`src/rtl/lp_ser_pkg.sv`:
```
// ----------------------------------------------------------------------------
// lp_ser_pkg
//   Shared types and constants for the serializer slot scheduler.
//   - state_e       : scheduler FSM states
//   - *_DEF         : default parameter values for the scheduler top
//   - REQ_IDX_W     : requester index width for the default requester count
//   - BIT_CNT_W     : bit counter width for the default word size
//   - sat_inc16()   : 16-bit saturating increment used by the statistics block
// ----------------------------------------------------------------------------
package lp_ser_pkg;

    typedef enum logic [1:0] {
        IDLE   = 2'd0,
        WARMUP = 2'd1,
        RUN    = 2'd2,
        DRAIN  = 2'd3
    } state_e;

    localparam int          NUM_REQ_DEF     = 4;
    localparam int          WORD_BITS_DEF   = 16;
    localparam int          SER_LATENCY_DEF = 3;
    localparam int          REQ_IDX_W       = $clog2(NUM_REQ_DEF);
    localparam int          BIT_CNT_W       = $clog2(WORD_BITS_DEF);
    localparam logic [15:0] IDLE_WORD_DEF   = 16'hAAAA;

    function automatic logic [15:0] sat_inc16(input logic [15:0] value);
        return (value == 16'hFFFF) ? value : value + 16'd1;
    endfunction

endpackage

```
`src/rtl/lp_rr_arbiter.sv`:
```
// ----------------------------------------------------------------------------
// lp_rr_arbiter
//   Purely combinational round-robin pick: the first asserted request at or
//   after the pointer position, wrapping around NUM_REQ.
// Ports
//   req        in   NUM_REQ   request vector
//   ptr        in   IDX_W     highest-priority requester index
//   grant      out  NUM_REQ   one-hot grant (all zero when nothing requests)
//   grant_idx  out  IDX_W     index of the granted requester
//   grant_any  out  1         at least one request was granted
// ----------------------------------------------------------------------------
module lp_rr_arbiter #(
    parameter int NUM_REQ = 4,
    parameter int IDX_W   = $clog2(NUM_REQ)
) (
    input  logic [NUM_REQ-1:0] req,
    input  logic [IDX_W-1:0]   ptr,
    output logic [NUM_REQ-1:0] grant,
    output logic [IDX_W-1:0]   grant_idx,
    output logic               grant_any
);

    int cand;

    // NOTE: every signal assigned in always_comb gets a default first, so no
    // path through the block can leave it unassigned and infer a latch.
    always_comb begin
        grant     = '0;
        grant_idx = '0;
        grant_any = 1'b0;
        cand      = 0;
        for (int i = 0; i < NUM_REQ; i++) begin
            cand = int'(ptr) + i;
            if (cand >= NUM_REQ) begin
                cand = cand - NUM_REQ;
            end
            if (!grant_any && req[cand]) begin
                grant_any   = 1'b1;
                grant[cand] = 1'b1;
                grant_idx   = IDX_W'(cand);
            end
        end
    end

endmodule

```
`src/rtl/lp_serializer_scheduler.sv`:
```
// ----------------------------------------------------------------------------
// lp_serializer_scheduler
//   Time-shares one WORD_BITS:1 serializer between NUM_REQ word sources. One
//   round-robin grant per word slot; the granted word is held on PAR_OUT for
//   the whole slot and FRAME_SYNC marks its first bit at the serial output.
//
// Ports
//   CLK         in   1                  full-rate serial clock
//   RESET_N     in   1                  asynchronous active-low reset
//   ENABLE      in   1                  1 = schedule slots, 0 = drain then idle
//   REQ_VALID   in   NUM_REQ            per-requester word available
//   REQ_DATA    in   NUM_REQ*WORD_BITS  requester i at [i*WORD_BITS +: WORD_BITS]
//   REQ_READY   out  NUM_REQ            one-hot accept pulse at slot boundary
//   PAR_OUT     out  WORD_BITS          word to serializer PAR_IN
//   SLOT_VALID  out  1                  current slot carries requester data
//   SLOT_OWNER  out  $clog2(NUM_REQ)    requester owning the current slot
//   FRAME_SYNC  out  1                  first bit of a valid word at SERIAL_OUT
//   BUSY        out  1                  FSM not in IDLE
//
// Optional feature (macro LP_SER_SCHED_STATS_EN):
//   STAT_CLR    in   1                  synchronous clear, wins over increment
//   STAT_WORDS  out  NUM_REQ*16         saturating per-requester grant counts
//   STAT_IDLE   out  16                 saturating empty-slot count
// ----------------------------------------------------------------------------
module lp_serializer_scheduler
    import lp_ser_pkg::*;
#(
    parameter int                   NUM_REQ     = NUM_REQ_DEF,
    parameter int                   WORD_BITS   = WORD_BITS_DEF,
    parameter int                   SER_LATENCY = SER_LATENCY_DEF,
    parameter logic [WORD_BITS-1:0] IDLE_WORD   = WORD_BITS'(IDLE_WORD_DEF)
) (
    input  logic                           CLK,
    input  logic                           RESET_N,
    input  logic                           ENABLE,
    input  logic [NUM_REQ-1:0]             REQ_VALID,
    input  logic [NUM_REQ*WORD_BITS-1:0]   REQ_DATA,
    output logic [NUM_REQ-1:0]             REQ_READY,
    output logic [WORD_BITS-1:0]           PAR_OUT,
    output logic                           SLOT_VALID,
    output logic [$clog2(NUM_REQ)-1:0]     SLOT_OWNER,
    output logic                           FRAME_SYNC,
    output logic                           BUSY
`ifdef LP_SER_SCHED_STATS_EN
    ,
    input  logic                           STAT_CLR,
    output logic [NUM_REQ*16-1:0]          STAT_WORDS,
    output logic [15:0]                    STAT_IDLE
`endif
);

    localparam int              IDX_W    = $clog2(NUM_REQ);
    localparam int              CNT_W    = $clog2(WORD_BITS);
    localparam logic [CNT_W-1:0] LAST_BIT = CNT_W'(WORD_BITS - 1);
    localparam logic [CNT_W-1:0] LAT_LAST = CNT_W'(SER_LATENCY - 1);

    state_e                 state_q;
    state_e                 state_d;
    logic [CNT_W-1:0]       bit_cnt_q;
    logic [IDX_W-1:0]       rr_ptr_q;
    logic [SER_LATENCY:0]   sync_sr_q;      // [0] is the load pulse itself

    logic                   boundary;
    logic                   take;
    logic [NUM_REQ-1:0]     grant_oh;
    logic [IDX_W-1:0]       grant_idx;
    logic                   grant_any;
    logic [WORD_BITS-1:0]   grant_word;

    lp_rr_arbiter #(
        .NUM_REQ (NUM_REQ),
        .IDX_W   (IDX_W)
    ) u_arb (
        .req       (REQ_VALID),
        .ptr       (rr_ptr_q),
        .grant     (grant_oh),
        .grant_idx (grant_idx),
        .grant_any (grant_any)
    );

    // Requests are only looked at on the last bit of a RUN slot; with ENABLE
    // low that boundary loads IDLE_WORD and hands over to DRAIN instead.
    assign boundary  = (state_q == RUN) && (bit_cnt_q == LAST_BIT);
    assign take      = boundary && ENABLE && grant_any;
    assign REQ_READY = take ? grant_oh : '0;
    assign BUSY      = (state_q != IDLE);
    assign FRAME_SYNC = sync_sr_q[SER_LATENCY];

    always_comb begin
        grant_word = '0;
        for (int i = 0; i < NUM_REQ; i++) begin
            if (grant_oh[i]) begin
                grant_word = REQ_DATA[i*WORD_BITS +: WORD_BITS];
            end
        end
    end

    // ------------------------------------------------------------------
    // FSM next state. WARMUP covers the serializer pipeline fill with the
    // idle pattern; DRAIN lets the last loaded word flush out of it.
    // Re-enabling during DRAIN resumes RUN on the running bit count, so the
    // next boundary grants again without another warm-up.
    // ------------------------------------------------------------------
    always_comb begin
        state_d = state_q;
        unique case (state_q)
            IDLE:   if (ENABLE) state_d = WARMUP;
            WARMUP: if (bit_cnt_q == LAT_LAST) state_d = RUN;
            RUN:    if (boundary && !ENABLE) state_d = DRAIN;
            DRAIN: begin
                if (ENABLE) begin
                    state_d = RUN;
                end else if (bit_cnt_q == LAT_LAST) begin
                    state_d = IDLE;
                end
            end
            default: state_d = IDLE;
        endcase
    end

    // NOTE: sequential state is updated with non-blocking assignments so all
    // registers sample the pre-edge values, independent of statement order.
    always_ff @(posedge CLK or negedge RESET_N) begin
        if (!RESET_N) begin
            state_q   <= IDLE;
            bit_cnt_q <= '0;
        end else begin
            state_q <= state_d;
            if ((state_q == IDLE) || (state_d == IDLE) || (bit_cnt_q == LAST_BIT)) begin
                bit_cnt_q <= '0;
            end else begin
                bit_cnt_q <= bit_cnt_q + CNT_W'(1);
            end
        end
    end

    // Slot registers: touched only on a boundary, so they stay stable for
    // exactly WORD_BITS cycles between loads.
    always_ff @(posedge CLK or negedge RESET_N) begin
        if (!RESET_N) begin
            PAR_OUT    <= IDLE_WORD;
            SLOT_VALID <= 1'b0;
            SLOT_OWNER <= '0;
            rr_ptr_q   <= '0;
        end else if (boundary) begin
            if (take) begin
                PAR_OUT    <= grant_word;
                SLOT_VALID <= 1'b1;
                SLOT_OWNER <= grant_idx;
                rr_ptr_q   <= (grant_idx == IDX_W'(NUM_REQ - 1)) ? '0
                                                                 : grant_idx + IDX_W'(1);
            end else begin
                PAR_OUT    <= IDLE_WORD;
                SLOT_VALID <= 1'b0;
            end
        end
    end

    // The load pulse rides a SER_LATENCY-deep delay line so FRAME_SYNC lines
    // up with the first serial bit of the word rather than with PAR_OUT.
    always_ff @(posedge CLK or negedge RESET_N) begin
        if (!RESET_N) begin
            sync_sr_q <= '0;
        end else begin
            sync_sr_q <= {sync_sr_q[SER_LATENCY-1:0], take};
        end
    end

`ifdef LP_SER_SCHED_STATS_EN
    logic [15:0] stat_word_q [NUM_REQ];
    logic [15:0] stat_idle_q;

    // NOTE: the counter array is reset element by element; these are
    // flip-flops read on outputs, not a RAM, so they must start at zero.
    always_ff @(posedge CLK or negedge RESET_N) begin
        if (!RESET_N) begin
            for (int i = 0; i < NUM_REQ; i++) begin
                stat_word_q[i] <= '0;
            end
            stat_idle_q <= '0;
        end else if (STAT_CLR) begin
            for (int i = 0; i < NUM_REQ; i++) begin
                stat_word_q[i] <= '0;
            end
            stat_idle_q <= '0;
        end else if (boundary) begin
            if (take) begin
                for (int i = 0; i < NUM_REQ; i++) begin
                    if (grant_oh[i]) begin
                        stat_word_q[i] <= sat_inc16(stat_word_q[i]);
                    end
                end
            end else begin
                stat_idle_q <= sat_inc16(stat_idle_q);
            end
        end
    end

    always_comb begin
        STAT_WORDS = '0;
        for (int i = 0; i < NUM_REQ; i++) begin
            STAT_WORDS[i*16 +: 16] = stat_word_q[i];
        end
    end

    assign STAT_IDLE = stat_idle_q;
`endif

endmodule

```
`config.mk`:
```
export PLATFORM = sky130hd
export DESIGN_NAME = lp_serializer_scheduler
export DESIGN_NICKNAME = d
export VERILOG_FILES = /design/src/rtl/lp_ser_pkg.sv /design/src/rtl/lp_rr_arbiter.sv /design/src/rtl/lp_serializer_scheduler.sv
export SDC_FILE = /design/constraint.sdc
export NUM_CORES = 1
export LEC_CHECK = 0
export BUFFER_PORTS_ARGS = -buffer_cell sky130_fd_sc_hd__buf_4
export CAP_MARGIN = 25
export CORE_MARGIN = 2
export CORE_UTILIZATION = 30
export CTS_CLUSTER_DIAMETER = 80
export DETAILED_ROUTE_END_ITERATION = 6
export PLACE_DENSITY = 0.58
export SLEW_MARGIN = 40
export SYNTH_ARGS = -nofsm -noshare
export SYNTH_HDL_FRONTEND = slang
export SYNTH_SLANG_ARGS = --single-unit
```
`constraint.sdc`:
```
create_clock -name CLK -period 4.42 [get_ports CLK]
set_input_delay 0.884 -clock CLK [delete_from_list [all_inputs] [get_ports CLK]]
set_output_delay 0.884 -clock CLK [all_outputs]
set_load 0.01 [all_outputs]
```
# After elaboration in Yosys (flattened, before gate mapping)
# Index checks and enable logic that the tools add are counted.
dict set report totals {
  regBits 31
  latch_bits 0
  ram_bits 0
  rom_bits 0
  inputBits 71
  output_inout_bits 25
  elab_cells 109
  n_memories 0
}
dict set report op_classes {
  n_addsub 9
  n_mul 0
  n_div 0
  n_lt_le_gt_ge 12
  n_eq_ne 6
  shift 0
  mux 51
  n_bitwise 3
  reduce_logical 21
}
# operator count
set op_table {}
lappend op_table {{greater-or-equal comparator 32 x 1 -> 1 bit (second input constant)} 4}
lappend op_table {{less-than comparator 32 x 4 -> 1 bit (second input constant)} 4}
lappend op_table {{two-way mux 32 bit} 4}
lappend op_table {{greater-or-equal comparator 32 x 4 -> 1 bit (second input constant)} 3}
lappend op_table {{subtractor 32 x 4 -> 32 bit (second input constant)} 3}
lappend op_table {{two-way mux 16 bit} 5}
lappend op_table {{two-way mux 4 bit} 6}
lappend op_table {{two-way mux 2 bit} 10}
lappend op_table {{two-way mux 1 bit} 17}
lappend op_table {{bitwise OR 4 bit} 3}
lappend op_table {{logical AND 1 bit} 11}
lappend op_table {{binary-select mux 1 bit (select 2 bit)} 4}
lappend op_table {{demux 1 bit (select 2 bit)} 4}
lappend op_table {{one-hot mux 2 bit (4 select lines)} 1}
lappend op_table {{adder 2 x 2 -> 3 bit (second input constant)} 2}
lappend op_table {{== test 2 bit (second input constant)} 3}
lappend op_table {{adder 4 x 1 -> 4 bit (second input constant)} 1}
lappend op_table {{== test 4 x 2 -> 1 bit (second input constant)} 1}
lappend op_table {{== test 4 bit (second input constant)} 1}
lappend op_table {{logical NOT 1 bit} 4}
lappend op_table {{logical NOT 2 bit} 2}
lappend op_table {{subtractor 2 x 3 -> 4 bit (second input constant)} 1}
lappend op_table {{adder 2 x 1 -> 3 bit (second input constant)} 1}
lappend op_table {{greater-or-equal comparator 2 x 3 -> 1 bit (second input constant)} 1}
lappend op_table {{5 further kinds} 6}

# Longest topological paths before layout
dict set report logic_depth {
  word_depth 20
  ltp_mapped 13
  depth_no_buf 8
}

# By module
# From an unflattened synthesis, not the netlist that was laid out.
dict set report hier_totals {
  cells_unflattened 229
  area_unflattened_um2 2278.4
}
# module instances cells_each area_each_um2 seq_area_each_um2
set by_module_without_submodules {}
lappend by_module_without_submodules {lp_serializer_scheduler 1 181 1818.0 785.8}
lappend by_module_without_submodules {lp_rr_arbiter 1 48 460.4 0.0}

# Worst setup path after synthesis
# OpenSTA, ideal clock, no wires.
dict set report synth_path {
  path_type {reg2out}
  from {reg rr_ptr_q[1]}
  to {out REQ_READY[2]}
  arrival_ns 2.735
  required_time_ns 3.536
  slack_ns 0.801
  path_stages_with_launch 12
  path_buffers 4
  cell_sequence {dfrtp_1 > clkbuf_1 > inv_1 > ha_1 > buf_2 > mux4_2 > and2_1 > a31oi_1 > o221a_1 > buf_2 > buf_2 > nor2_1}
}
dict set report synth_via {
  elab_chain_cells 17
  word_cells_on_any_way 66
  classes_between {add/sub: 7; order compare: 12; mux: 33; bitwise: 3; reduce/logical: 11}
}
# item line
set synth_rtl {}
lappend synth_rtl {{start, declared} lp_serializer_scheduler.sv:60} ;# logic [IDX_W-1:0] rr_ptr_q;
lappend synth_rtl {{start signal, assigned} lp_serializer_scheduler.sv:150} ;# rr_ptr_q <= (grant_idx == IDX_W'(NUM_REQ - 1)) ? '0
lappend synth_rtl {{branches (longest 16 deep; another with subtractor 32 x 4 -> 32 bit)} n/a}
lappend synth_rtl {{two-way mux 4 bit *} lp_serializer_scheduler.sv:85} ;# assign REQ_READY = take ? grant_oh : '0;
lappend synth_rtl {{end, declared} lp_serializer_scheduler.sv:38} ;# output logic [NUM_REQ-1:0] REQ_READY,
# Mark *: on every way between the ends. The select of a mux whose other input is x is not followed.

# Final worst setup path
dict set report layout_path {
  from {reg rr_ptr_q[1]}
  to {out REQ_READY[1]}
}
# Same word-level chain as after synthesis.

==> metrics <==
Initial Utilization=0.307; sequential element share of the synthesized area=0.315; number of setup buffers added after CTS=0; count of final hold-check violations=0; Tmin final=4000 ps; root buffer cell=clkbuf_8; detailed-route via count=2,477; CTS Buf Count=5; Starting DRT DRC Count=121; unrepaired setup endpoints after global routing=no; hold depth=0; Post-DRT Antenna Nets=0; Slew @ Worst Pin=757 ps; clk slew on worst S/H paths=70 ps; Req. time, crit path=3540 ps; VDD IR max=0.189 mV; Clock Path Buffers=2; I/O Buffers=95; synth-to-layout area growth=35.6%; hold endpoint=sync_sr_q[3]$_DFF_PN0_; dominant synthesized flop cell=dfrtp_1; row count=33; all-layer global routing usage=0.171; Syn Nets=353; Tcrit/Tclk final=0.904; Synth Cell Area=2500 um2; Resized cells post-CTS=0; CTS tree=yes; asr flop ratio synth=1.00; I/O pins=96; CP Max Fanout=17; Final WS setup=424 ps; DRC Markers=0; initial antenna violation count=0; Hold Crit Class=reg -> reg; Worst Hold Launch=sync_sr_q[2]$_DFF_PN0_; number of synthesized flops with an enable pin=0; width of the die=95.2 um; Leakage=1.54 nW; outcome=finished, final reports clean; Worst R2R Setup Slack=1010 ps; Layout Nets=437; first-pass GRT wire length=12,000 um; clock sinks=31; Die Ht=95.2 um; Ant. Diodes=0; Hold WS=350 ps; Core ar.=8130 um2; number of H-tree levels=2; WS Path Type=reg -> out; max cap viols=0; Fillers=820; Remaining Overflow, GRT=0; critical path arrival=3110 ps; Post-CTS Hold Fix Bufs=0; final setup fails=0; R2R Path End=PAR_OUT[8]$_DFFE_PN0N_; RR Startpoint=rr_ptr_q[1]$_DFFE_PN0P_; length in cells of the worst reg-to-reg path=8; Die Area=9070 um2; Slew HR=0.494; syn_area_per_cell=9.15 um2; routed len/inst=16.9 um; via/cell ratio=5.35; setup_tns=0 ps; Final Skew=6.87 ps; Fmax=0.250 GHz; power per cell area=594 nW/um2; final estimated routing congestion in global placement=0.840; hpwl dp=5980 um; critical path startpoint category=register; CP endpoint kind=primary output; Synth warnings=0; pre-CTS setup slack=738 ps; vias in the first global route=2,402; #FFs+latches synth=31; drt first pass iters=4; Yosys cell types=48; Slew Limit Fails=0; cells after synthesis=273; largest net degree at the start of global routing=32; ratio of cells with drive above 1 in the final layout=0.399; worst skew pair latency=280 ps; final wirelength=7840 um
## kinds of logic after synthesis
| logic type | Yosys count | synth area share |
|---|---|---|
| simple gates | 66 | 0.134 |
| flops | 31 | 0.315 |
| fa+ha+maj | 9 | 0.0451 |
| mux | 11 | 0.0601 |
| xor+xnor | 3 | 0.0105 |
| buf+inv | 51 | 0.0982 |
| compound gates | 102 | 0.338 |
## worst max path at each step
| stage | start | endpoint | slack (ps) | cells past startpoint |
|---|---|---|---|---|
| global placement | REQ_VALID[3] | REQ_READY[1] | 830 | 6 |
| floorplan | rr_ptr_q[1]$_DFFE_PN0P_ | REQ_READY[2] | 800 | 11 |
| detailed placement | rr_ptr_q[1]$_DFFE_PN0P_ | REQ_READY[1] | 740 | 8 |
| global route | rr_ptr_q[1]$_DFFE_PN0P_ | REQ_READY[1] | 230 | 8 |
| CTS | rr_ptr_q[1]$_DFFE_PN0P_ | REQ_READY[1] | 430 | 8 |
| finish | rr_ptr_q[1]$_DFFE_PN0P_ | REQ_READY[1] | 420 | 8 |
## routing by layer
layer | vias to the layer above | wire length (um) | global-route usage
li1 | 1201 | - | -
met1 | 1184 | 3450 | 0.227
met2 | 81 | 3780 | 0.283
met3 | 11 | 476 | 0.0245
met4 | 0 | 133 | 0.0640
met5 | - | 0 | 0
## power by group
| part | internal, mW | total [mW] | leakage (nW) | switching (mW) |
|---|---|---|---|---|
| Sequential | 0.364 | 0.434 | 0.380 | 0.0700 |
| Clock | 0.182 | 0.293 | 0.0612 | 0.110 |
| Combinational | 0.545 | 1.29 | 1.10 | 0.742 |
## cell type report
type	count	area (um2)	area share
Sequential cell	31	786	0.232
Multi-Input combinational cell	191	1490	0.438
Clock buffer	6	82.6	0.0244
Clock inverter	2	35.0	0.0103
Tap cell	105	131	0.0388
Inverter	25	93.8	0.0277
Timing Repair Buffer	103	773	0.228
## critical path, stage by stage (launching register included)
cell and delay, ps:
dfrtp_1 570, inv_1 170, ha_1 510, mux2i_1 190
mux2_2 330, a211o_1 490, a21o_1 260, and2_1 150
buf_4 140
## cells in the mapped netlist, types with 9 or more instances
cell      count  area (um2)
a211oi_1     18         135
a21oi_1      13        65.1
a221oi_2      9         135
buf_2        13        65.1
dfrtp_1      23         576
ha_1          9         113
inv_1        25        93.8
nand2_1      10        37.5
nor2_1       28         105
o22ai_1      12        75.1
## metrics by stage
stage,instances,instance area [um2],power (mW),utilization
after floorplan,273,2500,1.41,-
after global placement,455,3260,1.70,0.401
after detailed placement,455,3270,1.72,0.402
after CTS,463,3390,2.02,0.416
after global routing,463,3390,2.18,0.416
final,463,3390,2.01,0.416
## registers in the layout, summed over array words and instances (netlist names), named ones only
| signal | cells |
|---|---|
| PAR_OUT | 16 |
| bit_cnt_q | 4 |
| sync_sr_q | 4 |
| SLOT_VALID | 1 |
| rr_ptr_q | 1 |
| SLOT_OWNER | 2 |
| state_q | 2 |
## placed cells by master, fill, tap and decap left out, types with 2 or more instances in the layout
cell,synthesis,final
a211oi_1,18,18
a21oi_1,13,13
a221oi_1,8,8
a221oi_2,9,9
a32oi_1,8,8
and2_1,4,4
and3_1,2,2
buf_4,0,103
clkbuf_8,0,6
dfrtp_1,23,23
dfstp_2,8,8
ha_1,9,9
inv_1,25,25
mux2_2,2,2
mux2i_1,6,6
mux4_2,3,3
nand2_1,10,10
nand2b_1,5,5
nand3_1,4,4
nand3b_1,3,3
nor2_1,28,28
o21a_1,2,2
o21ai_0,5,5
o221ai_1,8,8
o22ai_1,12,12
o31ai_1,8,8
or2_2,2,2
or3b_1,2,2
xor2_1,2,2
No activity file was read; power rests on OpenSTA's default activity.
